==> config.mk <==
export PLATFORM = sky130hd
export DESIGN_NAME = uart_tx_cfg
export DESIGN_NICKNAME = d
export VERILOG_FILES = /design/src/rtl/uart_tx_cfg.sv
export SDC_FILE = /design/constraint.sdc
export NUM_CORES = 1
export LEC_CHECK = 0
export ABC_AREA = 1
export ABC_CLOCK_PERIOD_IN_PS = 2150
export BUFFER_PORTS_ARGS = -buffer_cell sky130_fd_sc_hd__buf_2
export CORE_MARGIN = 8
export CORE_UTILIZATION = 27
export DETAILED_ROUTE_END_ITERATION = 7
export PLACE_DENSITY_LB_ADDON = 0.15
export SLEW_MARGIN = 20
export SYNTH_ARGS = -nofsm -noshare
export SYNTH_HDL_FRONTEND = slang
export SYNTH_SLANG_ARGS = --single-unit
==> constraint.sdc <==
create_clock -name clk -period 2.15 [get_ports clk]
set_clock_uncertainty 0.05 [all_clocks]
set_input_delay 0.1075 -clock clk [delete_from_list [all_inputs] [get_ports clk]]
set_output_delay 0.1075 -clock clk [all_outputs]
set_load 0.005 [all_outputs]
==> src/rtl/uart_tx_cfg.sv <==
// uart_tx_cfg: parametrised UART transmitter.
// Sends start, DATA_BITS data bits (LSB first), optional parity, and 1 or 2
// stop bits. Bit timing comes from an external oversample tick (b_tick).
// tx, tx_busy and tx_done are all registered, so every output change
// happens on the same edge as the state change that causes it.
module uart_tx_cfg #(
    parameter int DATA_BITS  = 8,
    parameter int OVERSAMPLE = 16
) (
    input  logic                 clk,
    input  logic                 rst,
    input  logic                 b_tick,
    input  logic                 start_trigger,
    input  logic [DATA_BITS-1:0] tx_data,
    input  logic                 parity_en,
    input  logic                 parity_odd,
    input  logic                 two_stop,
    output logic                 tx,
    output logic                 tx_busy,
    output logic                 tx_done
);

    localparam int TW = $clog2(OVERSAMPLE);
    localparam int BW = $clog2(DATA_BITS);
    localparam logic [TW-1:0] TICK_LAST = TW'(OVERSAMPLE - 1);
    localparam logic [BW-1:0] BIT_LAST  = BW'(DATA_BITS - 1);

    typedef enum logic [2:0] {
        S_IDLE,
        S_WAIT,
        S_START,
        S_DATA,
        S_PARITY,
        S_STOP
    } state_t;

    state_t                 state_q, state_d;
    logic [TW-1:0]          tick_cnt_q, tick_cnt_d;
    logic [BW-1:0]          bit_cnt_q, bit_cnt_d;
    logic                   stop_cnt_q, stop_cnt_d;
    logic [DATA_BITS-1:0]   shift_q, shift_d;
    logic                   par_en_q, par_en_d;
    logic                   par_bit_q, par_bit_d;
    logic                   two_stop_q, two_stop_d;
    logic                   tx_q, tx_d;
    logic                   busy_q, busy_d;
    logic                   done_q, done_d;

    logic                   in_bit;
    logic                   bit_end;

    // A bit period is running in these states; a bit ends on its last tick.
    assign in_bit  = (state_q == S_START) || (state_q == S_DATA) ||
                     (state_q == S_PARITY) || (state_q == S_STOP);
    assign bit_end = in_bit && b_tick && (tick_cnt_q == TICK_LAST);

    // Next-state and next-output logic for the frame sequencer.
    always_comb begin
        // NOTE: every variable gets its hold value first so no path through
        // the case statement can leave one unassigned and infer a latch.
        state_d    = state_q;
        tick_cnt_d = tick_cnt_q;
        bit_cnt_d  = bit_cnt_q;
        stop_cnt_d = stop_cnt_q;
        shift_d    = shift_q;
        par_en_d   = par_en_q;
        par_bit_d  = par_bit_q;
        two_stop_d = two_stop_q;
        tx_d       = tx_q;
        busy_d     = busy_q;
        done_d     = 1'b0;

        // Tick counting shared by all bit states; it never passes TICK_LAST.
        if (in_bit && b_tick) begin
            tick_cnt_d = bit_end ? '0 : tick_cnt_q + 1'b1;
        end

        case (state_q)
            S_IDLE: begin
                tx_d   = 1'b1;
                busy_d = 1'b0;
                if (start_trigger) begin
                    shift_d    = tx_data;
                    par_en_d   = parity_en;
                    par_bit_d  = (^tx_data) ^ parity_odd;
                    two_stop_d = two_stop;
                    busy_d     = 1'b1;
                    state_d    = S_WAIT;
                end
            end

            S_WAIT: begin
                // First tick after accept starts the start bit on the tick grid.
                if (b_tick) begin
                    tick_cnt_d = '0;
                    tx_d       = 1'b0;
                    state_d    = S_START;
                end
            end

            S_START: begin
                if (bit_end) begin
                    bit_cnt_d = '0;
                    tx_d      = shift_q[0];
                    state_d   = S_DATA;
                end
            end

            S_DATA: begin
                if (bit_end) begin
                    if (bit_cnt_q != BIT_LAST) begin
                        shift_d   = shift_q >> 1;
                        bit_cnt_d = bit_cnt_q + 1'b1;
                        tx_d      = shift_q[1];
                    end else if (par_en_q) begin
                        tx_d    = par_bit_q;
                        state_d = S_PARITY;
                    end else begin
                        tx_d       = 1'b1;
                        stop_cnt_d = 1'b0;
                        state_d    = S_STOP;
                    end
                end
            end

            S_PARITY: begin
                if (bit_end) begin
                    tx_d       = 1'b1;
                    stop_cnt_d = 1'b0;
                    state_d    = S_STOP;
                end
            end

            S_STOP: begin
                tx_d = 1'b1;
                if (bit_end) begin
                    if (two_stop_q && !stop_cnt_q) begin
                        stop_cnt_d = 1'b1;
                    end else begin
                        busy_d  = 1'b0;
                        done_d  = 1'b1;
                        state_d = S_IDLE;
                    end
                end
            end

            default: begin
                tx_d    = 1'b1;
                busy_d  = 1'b0;
                state_d = S_IDLE;
            end
        endcase
    end

    // State and output registers with synchronous reset that abandons a frame.
    always_ff @(posedge clk) begin
        // NOTE: non-blocking assignments so every register samples the values
        // from before this edge, independent of statement order.
        if (rst) begin
            state_q    <= S_IDLE;
            tick_cnt_q <= '0;
            bit_cnt_q  <= '0;
            stop_cnt_q <= 1'b0;
            shift_q    <= '0;
            par_en_q   <= 1'b0;
            par_bit_q  <= 1'b0;
            two_stop_q <= 1'b0;
            tx_q       <= 1'b1;
            busy_q     <= 1'b0;
            done_q     <= 1'b0;
        end else begin
            state_q    <= state_d;
            tick_cnt_q <= tick_cnt_d;
            bit_cnt_q  <= bit_cnt_d;
            stop_cnt_q <= stop_cnt_d;
            shift_q    <= shift_d;
            par_en_q   <= par_en_d;
            par_bit_q  <= par_bit_d;
            two_stop_q <= two_stop_d;
            tx_q       <= tx_d;
            busy_q     <= busy_d;
            done_q     <= done_d;
        end
    end

    assign tx      = tx_q;
    assign tx_busy = busy_q;
    assign tx_done = done_q;

endmodule

# After elaboration in Yosys (flattened, before gate mapping)
# Index checks and enable logic that the tools add are counted.
[totals] reg_bits=25 in_bits=15 out_inout_bits=3 elab_cells=97
[op_classes] add_sub_neg=2 n_eq_ne=18 n_mux=41 bitwise_logic=4 n_reduce_logical=21
[ops] operator="two-way mux 3 bit" count=11
[ops] operator="two-way mux 8 bit" count=3
[ops] operator="!= test 2 bit, second input constant" count=9
[ops] operator="case mux 3 bit (6 select lines)" count=1
[ops] operator="two-way mux 1 bit" count=17
[ops] operator="two-way mux 4 bit" count=4
[ops] operator="case mux 8 bit (2 select lines)" count=1
[ops] operator="AND reduction 4 bit" count=3
[ops] operator="AND reduction 8 bit" count=1
[ops] operator="parity 8 bit" count=1
[ops] operator="AND reduction 7 bit" count=1
[ops] operator="equality test 3 x 2 -> 1 bit, second input constant" count=2
[ops] operator="equality test 3 bit, second input constant" count=2
[ops] operator="case mux 1 bit (3 select lines)" count=2
[ops] operator="case mux 3 bit (2 select lines)" count=1
[ops] operator="adder 4 x 1 -> 4 bit, second input constant" count=1
[ops] operator="equality test 4 bit, second input constant" count=1
[ops] operator="!= test 2 x 1 -> 1 bit, second input constant" count=2
[ops] operator="case mux 1 bit (4 select lines)" count=1
[ops] operator="nonzero test 2 bit" count=2
[ops] operator="OR reduction 4 bit" count=1
[ops] operator="adder 3 x 1 -> 3 bit, second input constant" count=1
[ops] operator="equality test 3 x 1 -> 1 bit, second input constant" count=1
[ops] operator="logical AND 1 bit" count=3
[ops] operator="10 further kinds" count=14

# Depth between registers and ports, before layout
[depth] depth_word=10 ltp_mapped=11 ltp_nobuf=11

# Least setup slack after synthesis
# OpenSTA, ideal clock, no wires.
[synth_timing] kind="flip-flop to flip-flop" start="reg with a tool-made name" end="reg shift_q[5]" setup_ns=0.115 arrival_ns=1.303 path_slack_ns=0.681 path_stages_with_launch=10 path_buffers=1 synth_period_minus_slack_ns=1.469 path_cell_list="dfxtp_1 -> ha_1 -> nand2_1 -> nor2_1 -> nand3_4 -> nand2_4 -> nand2_4 -> buf_12 -> o21ai_2 -> a21oi_2"
[synth_rtl] item="end signal: assignment" line_no="176" source="shift_q <= shift_d;"
[synth_rtl] item="end: declaration" line_no="41" source="logic [DATA_BITS-1:0] shift_q, shift_d;"

# Worst setup path in the final report
[layout_timing] start="reg state_q[0]" end="reg shift_q[2]"
[layout_between] elab_chain_len=8
[layout_rtl] item="start: declaration" line_no="37" source="state_t state_q, state_d;"
[layout_rtl] item="start signal: assignment" line_no="172" source="state_q <= state_d;"
[layout_rtl] item="equality test 3 x 2 -> 1 bit, on equally long branches" line_no="53, 78"
[layout_rtl] item="logical OR 1 bit (2 in series)" line_no="53" source="assign in_bit = (state_q == S_START) || (state_q == S_DATA) ||"
[layout_rtl] item="logical OR 1 bit" line_no="54" source="(state_q == S_PARITY) || (state_q == S_STOP);"
[layout_rtl] item="logical AND 1 bit (2 in series)" line_no="55" source="assign bit_end = in_bit && b_tick && (tick_cnt_q == TICK_LAST);"
[layout_rtl] item="!= test 2 bit (no line)"
[layout_rtl] item="AND reduction 4 bit (no line)"
# Several ways; a longest one is shown, not always the timed one.
# A chain may end at the register's enable or synchronous reset.

==> qor.csv <==
metric,value,unit
hold path startpoint,parity_en,
PostCTS Resize Cnt,0,
number of flops mapped to enable cells by yosys,0,
Setup WS post-layout,0.449,ns
Sink Count,25,
Core Region,5780,sq um
largest net degree at the start of global routing,19,
Lkg Pwr,0.847,nW
mux share of post-synthesis cell area,0,%
Clock transition at path regs,0.09,ns
wire per inst,10.9,um
DR iter-0 viols,58,
H-tree levels,1,
layout cells sized above 1,19.2,%
total gr overflow,0,
postcts setup bufs,0,
CP Launch Type,register,
Fin Setup TNS,0,ns
largest family of logic cells by synthesized area,simple AND/OR/NAND/NOR gates,
Starting Density,27.2,%
pwr dens,1220,nW/um^2
remaining antenna violation count,0,
Hold Fails Final Rpt,0,
Hold Path Depth,3,
Synth top area share,31.8,%
post-synthesis sequential area ratio,31.8,%
GPL Wtd Cong,0.756,
antenna fix cells,0,
syn_area_per_cell,6.73,sq um
root buffer cell,clkbuf_8,
syn_nets,252,
reg-to-reg endpoint,shift_q[2],
Rows,28,
antenna violations before repair,0,
Adder-Cell Fraction of Synth Area,2.38,%
worst slack at placement,0.429,ns
Synth Flop Type,dfxtp_1,
final setup vio count,0,
met3 WL,77,um
critical path data required time,2.27,ns
Final Cycle Share,79.1,%
max_slew headroom,61.7,%
compound-gate portion of the synthesized area,19.1,%
Yosys reg bits,25,
largest cells by area after synthesis,"dfxtp_1 32%, nand2_1 14%, inv_1 7.4%",
# IOs,18,
Worst Hold Path EP,par_en_q,
unrepaired setup endpoints after global routing,false,
die width,92.4,um
Most common cell on crit path,nand2_2,
CP max-delay cell,dfxtp_1,
vias per inst,4.41,
synthesized cell area,1570,sq um
wire length of the first global-routing pass,6.15,mm
"Arr. time, crit path",1.82,ns
CTS tree,done,
hold_buf cts,0,
CP Class,reg2reg,
DR WL met2,1.58,mm
slowest cell delay on critical path,0.52,ns
Ys Warns,0,
worst slew pin tran,0.574,ns
Reg2Reg Setup Slack,0.45,ns
deepest clock path buffer count,2,
Tmin final,1.70,ns
Syn Inst Count,234,
top-count cell post-synth,nand2_1,
via count,1432,
Critical Path Fanout Max,18,
Yosys cell types,28,
full die area,8530,sq um
vias in the first global route,1348,
WL final,3.55,mm
area grow syn2layout,11.3,%
RR Startpoint,state_q[0],
Global Route Usage Sum,8.68,%
commonest cells in the netlist,"59 x nand2_1, 31 x inv_1, 25 x dfxtp_1",
Hold Path Class,in2reg,
maximum vdd drop,0.399,mV
Max-Cap Viols,0,
Slew Limit Fails,0,
ys async rst share,0,%
drt drc,0,
M1 wire length,1.82,mm
CP Cell Sequence,"inv_2, nor2_8, nand2_2, nand2_2, nand2_4, o21ai_0, a21oi_2",
cell depth of the worst flop-to-flop path,7,
Highest Signal Layer,met4,
design area,1750,sq um
Simple-Gate Fraction of Synth Area,34.6,%
DP HPWL,2.75,mm
cts bufs inserted,3,
post-layout util,30.3,%
status,"finished, final reports clean",
# port buffers,17,
Pre-antenna DRT Iters,4,
Max Freq,588,MHz
Die Height,92.4,um
xor/xnor cell area share of the yosys netlist,0.556,%
"Cell Area, Placed",1710,sq um
Final nets,269,
worst skew pair latency,0.27,ns
crit end category,register,
largest area contributor in the netlist,dfxtp_1,
worst hold slack,0.0191,ns
[area by class of cell]
class / instances / area [sq um]
clock buffer: 3 / 41.3
clock inverter: 1 / 5.00
fill: 662 / 4030
inverter: 36 / 135
multi-input combinational: 168 / 891
sequential: 25 / 500
tap: 75 / 93.8
timing repair buffer: 17 / 85.1
[worst max path at each step]
| stage | slack [ns] | startpoint | to | cells past startpoint |
|---|---|---|---|---|
| after global routing | 0.27 | state_q[0] | shift_q[2] | 7 |
| final | 0.45 | state_q[0] | shift_q[2] | 7 |
| after CTS | 0.41 | state_q[0] | shift_q[2] | 7 |
| after global placement | 0.50 | state_q[0] | shift_q[2] | 7 |
| after floorplan | 0.68 | register | shift_q[5] | 9 |
| after detailed placement | 0.43 | state_q[0] | shift_q[2] | 7 |
[layout by cell type (no fill, tap or decap), drive strengths merged]
master | Yosys | layout
nor2 | 23 | 23
a211oi | 1 | 1
inv | 36 | 36
buf | 4 | 17
nand3b | 1 | 1
clkinv | 0 | 1
nand3 | 15 | 15
ha | 3 | 3
a21oi | 22 | 22
dfxtp | 25 | 25
clkbuf | 1 | 3
nand4 | 6 | 6
o22ai | 1 | 1
a31o | 1 | 1
nand2 | 67 | 67
o21ai | 26 | 26
xor2 | 1 | 1
nor3 | 1 | 1
[critical path: cells and delay by family, from the launching register on]
kind	cells	cell delay, ns
simple gates	4	0.62
flops	1	0.52
buf+inv	1	0.13
compound gates	2	0.27
[stage by stage]
step	std cells	power [mW]
final	325	2.14
after floorplan	234	1.71
after CTS	325	2.18
after detailed placement	321	1.88
after global routing	325	2.34
after global placement	321	1.89
[kinds of logic after synthesis]
kind of cell               Yosys count
AOI/OAI and AO/OA                   51
adders and majority gates            3
xor gates and xnor gates             1
and+or+nand+nor                    113
buffers and inverters               41
DFF                                 25
[metal layers]
layer / track usage, % / vias up
met5: 0 / -
met4: 3.62 / 0
met3: 1.38 / 4
met2: 13.6 / 19
met1: 11.5 / 623
li1: - / 786
[report_power, final]
group          total, mW  internal (mW)  leakage, nW  switching, mW
registers          0.714          0.603        0.205          0.111
clock network      0.290          0.130       0.0255          0.160
logic               1.13          0.384        0.616          0.748
total               2.14           1.12        0.847           1.02
Power figures use the tool's default switching activity.
